**src/rtl/note_sequencer.sv**
```systemverilog
// note_sequencer: SRAM-fed multi-channel square-wave tune player.
// Define MIX_PWM_EN for PWM mixing of channels; default is OR mixing.
module note_sequencer #(
   parameter int          CLK_HZ          = 50000000,
   parameter int          NUM_CH          = 4,
   parameter int          SRAM_LAT        = 2,
   parameter int          PITCH_UNIT_LOG2 = 6,
   parameter int          DEFAULT_BPM     = 96,
   parameter logic [17:0] START_ADDR      = 18'd0
) (
   input  logic        CLK,
   input  logic        RST,
   input  logic        START,
   input  logic        STOP,
   output logic [17:0] SRAM_A,
   input  logic [15:0] SRAM_D,
   output logic        SRAM_WE,
   output logic        SRAM_CE,
   output logic        SRAM_OE,
   output logic        SRAM_LB,
   output logic        SRAM_UB,
   output logic        SPEAKER,
   output logic        PLAYING,
   output logic [9:0]  LED_R,
   output logic [7:0]  LED_G
);

   localparam logic [31:0] DIVIDEND = 32'(64'(CLK_HZ) * 64'd15);
   localparam logic [31:0] CYC_DEF  = DIVIDEND / 32'(DEFAULT_BPM);

   typedef enum logic [2:0] {
      S_IDLE, S_FETCH, S_EXEC, S_WAIT, S_DIV
   } state_t;

   state_t       r_state, w_next;
   logic [17:0]  r_pc, r_addr, w_pc_exec, w_pc_fetch;
   logic [2:0]   r_sel, r_fcnt;
   logic [11:0]  r_bpm, r_rem, w_bpm_cl;
   logic [31:0]  r_cyc16, r_wait, r_quo, w_quo_n;
   logic [4:0]   r_dcnt;
   logic [15:0]  r_ins;
   logic [12:0]  w_rsh, w_rem_n;
   logic         w_ge;
   logic [17:0]  r_hp  [NUM_CH];
   logic [17:0]  r_cnt [NUM_CH];
   logic [NUM_CH-1:0] r_wave;
   logic [17:0]  w_hp_new;
   logic         r_spk;
   logic [7:0]   w_ledg;
   logic         w_note, w_end, w_setbpm, w_selch, w_jump;
   logic [2:0]   w_op, w_dur;
   logic         w_load, w_clr, w_run;

   assign w_note   = r_ins[15];
   assign w_op     = r_ins[14:12];
   assign w_dur    = r_ins[14:12];
   assign w_end    = !w_note && (w_op == 3'd0);
   assign w_setbpm = !w_note && (w_op == 3'd1);
   assign w_selch  = !w_note && (w_op == 3'd2);
   assign w_jump   = !w_note && (w_op == 3'd3);
   assign w_bpm_cl = (r_ins[11:0] < 12'd20) ? 12'd20 : r_ins[11:0];
   assign w_hp_new = 18'(r_ins[11:0]) << PITCH_UNIT_LOG2;

   assign w_pc_exec = w_jump ? {6'd0, r_ins[11:0]} : r_pc + 18'd1;

   assign w_rsh   = {r_rem, r_quo[31]};
   assign w_ge    = w_rsh >= {1'b0, r_bpm};
   assign w_rem_n = w_ge ? w_rsh - {1'b0, r_bpm} : w_rsh;
   assign w_quo_n = {r_quo[30:0], w_ge};

   assign w_run  = (r_state != S_IDLE);
   assign w_clr  = w_run && (w_next == S_IDLE);
   assign w_load = (r_state == S_EXEC) && w_note && !STOP;

   // state register
   always_ff @(posedge CLK or posedge RST) begin
      if (RST) r_state <= S_IDLE;
      else     r_state <= w_next;
   end

   // next-state decode; STOP overrides everything
   always_comb begin
      w_next = r_state;
      unique case (r_state)
         S_IDLE:  if (START) w_next = S_FETCH;
         S_FETCH: if (r_fcnt == 3'(SRAM_LAT)) w_next = S_EXEC;
         S_EXEC: begin
            if (w_note)
               w_next = (w_dur == 3'd0) ? S_FETCH : S_WAIT;
            else if (w_end)
               w_next = S_IDLE;
            else if (w_setbpm)
               w_next = S_DIV;
            else
               w_next = S_FETCH;
         end
         S_WAIT:  if (r_wait <= 32'd1) w_next = S_FETCH;
         S_DIV:   if (r_dcnt == 5'd31) w_next = S_FETCH;
         default: w_next = S_IDLE;
      endcase
      if (STOP) w_next = S_IDLE;
   end

   // address presented on entry to FETCH
   always_comb begin
      w_pc_fetch = r_pc;
      if (r_state == S_IDLE) w_pc_fetch = START_ADDR;
      if (r_state == S_EXEC) w_pc_fetch = w_pc_exec;
   end

   // sequencer datapath: pc, fetch, tempo, wait and divider
   always_ff @(posedge CLK or posedge RST) begin
      if (RST) begin
         r_pc    <= START_ADDR;
         r_addr  <= 18'd0;
         r_sel   <= 3'd0;
         r_bpm   <= 12'(DEFAULT_BPM);
         r_cyc16 <= CYC_DEF;
         r_fcnt  <= 3'd0;
         r_ins   <= 16'd0;
         r_wait  <= 32'd0;
         r_quo   <= 32'd0;
         r_rem   <= 12'd0;
         r_dcnt  <= 5'd0;
      end else begin
         if (r_state == S_FETCH && w_next == S_FETCH)
            r_fcnt <= r_fcnt + 3'd1;
         else
            r_fcnt <= 3'd0;
         if (w_next == S_FETCH && r_state != S_FETCH)
            r_addr <= w_pc_fetch;
         unique case (r_state)
            S_IDLE: begin
               if (START && !STOP) begin
                  r_pc    <= START_ADDR;
                  r_sel   <= 3'd0;
                  r_bpm   <= 12'(DEFAULT_BPM);
                  r_cyc16 <= CYC_DEF;
               end
            end
            S_FETCH: begin
               if (r_fcnt == 3'(SRAM_LAT)) r_ins <= SRAM_D;
            end
            S_EXEC: begin
               r_pc <= w_pc_exec;
               if (w_note && w_dur != 3'd0)
                  r_wait <= r_cyc16 << (w_dur - 3'd1);
               if (w_setbpm) begin
                  r_bpm  <= w_bpm_cl;
                  r_quo  <= DIVIDEND;
                  r_rem  <= 12'd0;
                  r_dcnt <= 5'd0;
               end
               if (w_selch && ({1'b0, r_ins[2:0]} < 4'(NUM_CH)))
                  r_sel <= r_ins[2:0];
            end
            S_WAIT: r_wait <= r_wait - 32'd1;
            S_DIV: begin
               r_dcnt <= r_dcnt + 5'd1;
               r_quo  <= w_quo_n;
               r_rem  <= w_rem_n[11:0];
               if (r_dcnt == 5'd31) r_cyc16 <= w_quo_n;
            end
            default: ;
         endcase
      end
   end

   // tone generators: reload on NOTE, silence on stop/end
   always_ff @(posedge CLK or posedge RST) begin
      if (RST) begin
         for (int i = 0; i < NUM_CH; i++) begin
            r_hp[i]  <= 18'd0;
            r_cnt[i] <= 18'd0;
         end
         r_wave <= '0;
      end else begin
         for (int i = 0; i < NUM_CH; i++) begin
            if (w_clr) begin
               r_hp[i]   <= 18'd0;
               r_cnt[i]  <= 18'd0;
               r_wave[i] <= 1'b0;
            end else if (w_load && r_sel == 3'(i)) begin
               r_hp[i]   <= w_hp_new;
               r_cnt[i]  <= 18'd0;
               r_wave[i] <= 1'b0;
            end else if (r_hp[i] == 18'd0) begin
               r_cnt[i]  <= 18'd0;
               r_wave[i] <= 1'b0;
            end else if (w_run) begin
               if (r_cnt[i] == r_hp[i] - 18'd1) begin
                  r_cnt[i]  <= 18'd0;
                  r_wave[i] <= ~r_wave[i];
               end else begin
                  r_cnt[i] <= r_cnt[i] + 18'd1;
               end
            end
         end
      end
   end

   // channel activity lamps
   always_comb begin
      w_ledg = 8'd0;
      for (int i = 0; i < NUM_CH; i++) w_ledg[i] = |r_hp[i];
   end

`ifdef MIX_PWM_EN
   logic [7:0]  r_ramp;
   logic [3:0]  w_k;
   logic [11:0] w_thr;

   // count of channels currently high
   always_comb begin
      w_k = 4'd0;
      for (int i = 0; i < NUM_CH; i++) w_k = w_k + 4'(r_wave[i]);
   end

   assign w_thr = (12'(w_k) << 8) / 12'(NUM_CH);

   // PWM mixer: duty proportional to active channel count
   always_ff @(posedge CLK or posedge RST) begin
      if (RST) begin
         r_ramp <= 8'd0;
         r_spk  <= 1'b0;
      end else begin
         r_ramp <= r_ramp + 8'd1;
         r_spk  <= ({4'd0, r_ramp} < w_thr);
      end
   end
`else
   // OR mixer
   always_ff @(posedge CLK or posedge RST) begin
      if (RST) r_spk <= 1'b0;
      else     r_spk <= |r_wave;
   end
`endif

   assign SRAM_A  = r_addr;
   assign SRAM_WE = 1'b1;
   assign SRAM_CE = 1'b0;
   assign SRAM_OE = 1'b0;
   assign SRAM_LB = 1'b0;
   assign SRAM_UB = 1'b0;
   assign SPEAKER = r_spk;
   assign PLAYING = w_run;
   assign LED_R   = r_pc[9:0];
   assign LED_G   = w_ledg;

endmodule

```
**config.mk**
```make
export PLATFORM = sky130hd
export DESIGN_NAME = note_sequencer
export DESIGN_NICKNAME = d
export VERILOG_FILES = /design/src/rtl/note_sequencer.sv
export SDC_FILE = /design/constraint.sdc
export NUM_CORES = 1
export LEC_CHECK = 0
export ABC_AREA = 0
export CORE_MARGIN = 1.5
export CORE_UTILIZATION = 25
export CTS_BUF_LIST = sky130_fd_sc_hd__clkbuf_4 sky130_fd_sc_hd__clkbuf_8
export CTS_CLUSTER_SIZE = 25
export DETAILED_ROUTE_END_ITERATION = 12
export DONT_BUFFER_PORTS = 1
export GPL_TIMING_DRIVEN = 1
export HOLD_SLACK_MARGIN = 0.12
export PLACE_DENSITY = 0.35
export SLEW_MARGIN = 40
export SYNTH_ARGS = -nofsm -noshare
export SYNTH_HDL_FRONTEND = slang
export SYNTH_SLANG_ARGS = --single-unit
```
**constraint.sdc**
```tcl
create_clock -name CLK -period 20.7 [get_ports CLK]
set_clock_uncertainty 0.2 [all_clocks]
set_input_delay 2.07 -clock CLK [delete_from_list [all_inputs] [get_ports CLK]]
set_output_delay 2.07 -clock CLK [all_outputs]
set_load 0.05 [all_outputs]
```
==> qor.txt <==
Net Switching - 0.0003811 W
Required time worst endpoint - 18,430 ps
Number of cells on the worst hold path - 1
Busiest layer in global routing - met2
Cell area after placement - 19,110 um2
Met1 GRT Util - 20.87%
Global Route met2 Usage - 24.78%
Startpoint of the most critical hold path - r_fcnt[0]
Max-cap violations - 0
Crit share post-route - 26.13%
Chain of cells forming the critical path - nor4_1 -> and4b_1 -> clkinv_1
First-pass GRT wire length - 92,110 um
Average via count per standard cell - 5.000
Inserted Clock Buffers - 60
Highest clock rate - 0.1849 GHz
Clock sink count - 311
Worst slew margin - 41.76%
Routability-driven placement congestion ratio - 0.7728
Mapped Area - 18,240 um2
Path type of the worst min-delay path - reg -> reg
Cell family with most CP delay - simple AND/OR/NAND/NOR gates
Number of buffer and inverter instances along the worst setup path - 1
Result of the run - completed
Setup fix buffers added after clock tree synthesis - 0
1st-pass router iterations - 7
Chip Width - 273.2 um
Register-to-Register Setup Slack - 16,310 ps
Clock latency reported for the late side of the worst-skew pair - 670 ps
Sequential share of power - 45.8%
Core area - 71,850 um2
Synthesized netlist cell count - 2,163
Actual transition at the worst max-transition pin - 865.7 ps
Clock transition at the registers of the reported paths - 60 ps
Critical R2R Capture - r_cnt[61]
Maximum fanout count along the critical path - 16
Syn_area_per_cell - 8.435 um2
Number of distinct library cells after synthesis - 83
Post-synthesis register bit count - 311
Sequential share of the synthesized area - 42.76%
Logic gate share of total power - 7.5%
Number of warning messages in the yosys log - 0
Final Cell Area - 20,460 um2
Power per standard cell area - 68.40 nW/um2
Final setup violation count - 0
Startpoint type of the worst setup path - register
Master of the slowest instance on the critical path - sky130_fd_sc_hd__clkinv_1
Vias in the first global route - 15,710
Maximum clock insertion buffer count - 3
Final slew viol count - 0
Max IR drop VDD - 42.62 uV
Count of flip-flops with a built-in enable after synthesis - 0
Number of gates on the worst path with buffers counted - 3
Die height - 273.2 um
Hold buffer count at CTS - 0
Tot GR Track Use - 15.52%
RSZ-0062 raised after global routing - no
Clock tree from TritonCTS - built
Post-DRT Antenna Nets - 0
Number of I/O pins - 63
Total length of routed wires - 57,690 um
Number of port buffers - 0
Final Worst Setup Slack - 15,290 ps
Data arrival time of the critical path - 3140 ps
Main synth FF type - sky130_fd_sc_hd__dfrtp_1
Worst hold margin - 261.2 ps
Class of the most critical setup path - reg -> out
DP Wirelength - 40,060 um
Crit path capture type - output port
DP Worst Slack - 15,810 ps
FFs w/ async S/R, synth - 100.0%
Delay of the slowest cell on the worst path - 760 ps
Average detailed-routed wire length per instance - 18.55 um
Quantity of gates resized following cts - 0
DRC viols - 0
Global-route congestion overflow total - 0
Starting Density - 25.39%
Final sum of negative setup slack - 0 ps
Number of cells on the worst reg-to-reg path - 10
Final-report hold violation count - 0
Share of final-layout standard cells stronger than drive strength 1 - 10.00%
Count of H-tree levels built during CTS - 2
Area of the die - 74,610 um2
Core Util, Final - 28.47%
1st-iter DRT viols - 848
Share of total power in the clock network - 46.8%
Net count, final - 2,171
Terminating pin of the worst hold path - r_fcnt[0]
Reg-to-Reg Start - r_ins[12]
Pin count of the biggest net entering global routing - 128
Antenna violations before repair - 5
Min Tclk post-route - 5410 ps
Met3 track demand over resource - 3.682%
Clock root buffer master - sky130_fd_sc_hd__clkbuf_8
Vias - 15,550
Leak - 8.609 nW
Power Internal - 0.001018 W
Switching Fraction - 27.24%
Layout area overhead - 12.13%
Number of core rows - 98
==> layout make-up <==
type / count / area [um2]
diodes: 1 / 2.502
clock buffers: 102 / 1247
clock inverters: 4 / 26.28
fillers: 7821 / 51400
inverters: 67 / 264.0
multi-input cells: 1640 / 9634
flip-flops and latches: 311 / 7801
well taps: 950 / 1189
repair buffers: 35 / 294.0
==> cells by family (layout without fill, tap and decap cells) <==
kind of cell,Yosys count,in the layout,share of synthesized area [%]
other,2,10,0.04116
adder cells (fa/ha/maj),37,37,2.565
buffers and inverters,219,208,5.082
multiplexers,60,60,3.347
AND/OR/NAND/NOR,927,927,23.84
AO/OA/AOI/OAI,502,502,17.32
XOR/XNOR,105,105,5.040
flip-flops,311,311,42.76
==> cells in the final DEF, fill, tap and decap left out, drive strengths merged, types with 20 or more instances in the layout <==
master	count
a21oi	127
xor2	51
a31oi	26
o22ai	26
buf	35
nor2	162
clkbuf	102
and3	27
nor3	57
nand2	398
nor4	39
o21ai	152
o22a	20
nand4	34
inv	65
dfrtp	296
ha	35
nand3	85
mux2i	52
xnor2	54
==> sequential cells by signal, summed over array words and instances (netlist names) <==
register	cells
r_wait	32
r_hp	48
r_pc	18
r_cnt	72
r_state	3
r_rem	12
r_cyc16	32
r_wave	4
SPEAKER	1
SRAM_A	18
r_dcnt	5
r_quo	32
r_ins	16
r_sel	3
r_fcnt	3
r_bpm	12
==> Yosys cell counts, drive strengths merged (5+ instances only) <==
cell type	n	share of area, %
buf	33	1.2
o22a	20	0.96
nor4b	8	0.38
or4	15	0.68
nand3	85	2.3
and4	5	0.24
dfrtp	296	41
dfstp	15	2.2
nand2b	14	0.48
a22o	7	0.34
nand3b	10	0.41
o41ai	6	0.33
a22oi	17	0.70
ha	35	2.4
clkbuf	119	2.5
a21oi	127	3.5
mux2	8	0.49
and2	12	0.42
nor3	57	1.6
a211oi	12	0.52
a41oi	13	0.62
nand4	34	1.2
o31ai	11	0.45
o21ai	152	4.2
nor2	162	3.3
or3	14	0.49
inv	65	1.3
xnor2	54	2.6
nor3b	15	0.62
a31o	7	0.34
o211ai	8	0.33
mux2i	52	2.9
nor4	39	1.3
a21o	19	0.78
nand2	398	8.2
and3	27	0.93
a31oi	26	0.89
o22ai	26	0.89
nor2b	12	0.41
xor2	51	2.4
or2	9	0.31
==> routing by layer <==
| metal | vias up | share of wire [%] | routed length, um |
|---|---|---|---|
| met5 | - | 0.069 | 40 |
| met2 | 253 | 45 | 25990 |
| met1 | 7645 | 47 | 27390 |
| li1 | 7555 | - | - |
| met3 | 90 | 5.3 | 3074 |
| met4 | 8 | 2.1 | 1191 |
==> worst max-delay path by stage <==
| stage | startpoint | end | slack (ps) |
|---|---|---|---|
| after floorplan | RST | SPEAKER | 9850 |
| after global placement | START | r_cnt[24] | 15850 |
| after detailed placement | START | r_cnt[21] | 15810 |
| after CTS | r_hp[12] | LED_G[3] | 15220 |
| after global routing | r_hp[12] | LED_G[3] | 15030 |
| final | r_hp[12] | LED_G[3] | 15290 |
==> power by group through the flow <==
stage | Combinational, W | Clock, W | Sequential (W)
after floorplan | 0.0000793 | 0 | 0.000640
after global placement | 0.000106 | 0 | 0.000651
after detailed placement | 0.000106 | 0 | 0.000651
after CTS | 0.000106 | 0.000686 | 0.000641
after global routing | 0.000116 | 0.000709 | 0.000641
final | 0.000104 | 0.000655 | 0.000640
==> per-stage QoR <==
step | cells | power [W]
global route | 3110 | 0.001467
floorplan | 2170 | 0.0007195
detailed placement | 3001 | 0.0007573
global placement | 2999 | 0.0007568
finish | 3110 | 0.001399
CTS | 3107 | 0.001433
No activity file was read; power rests on OpenSTA's default activity.
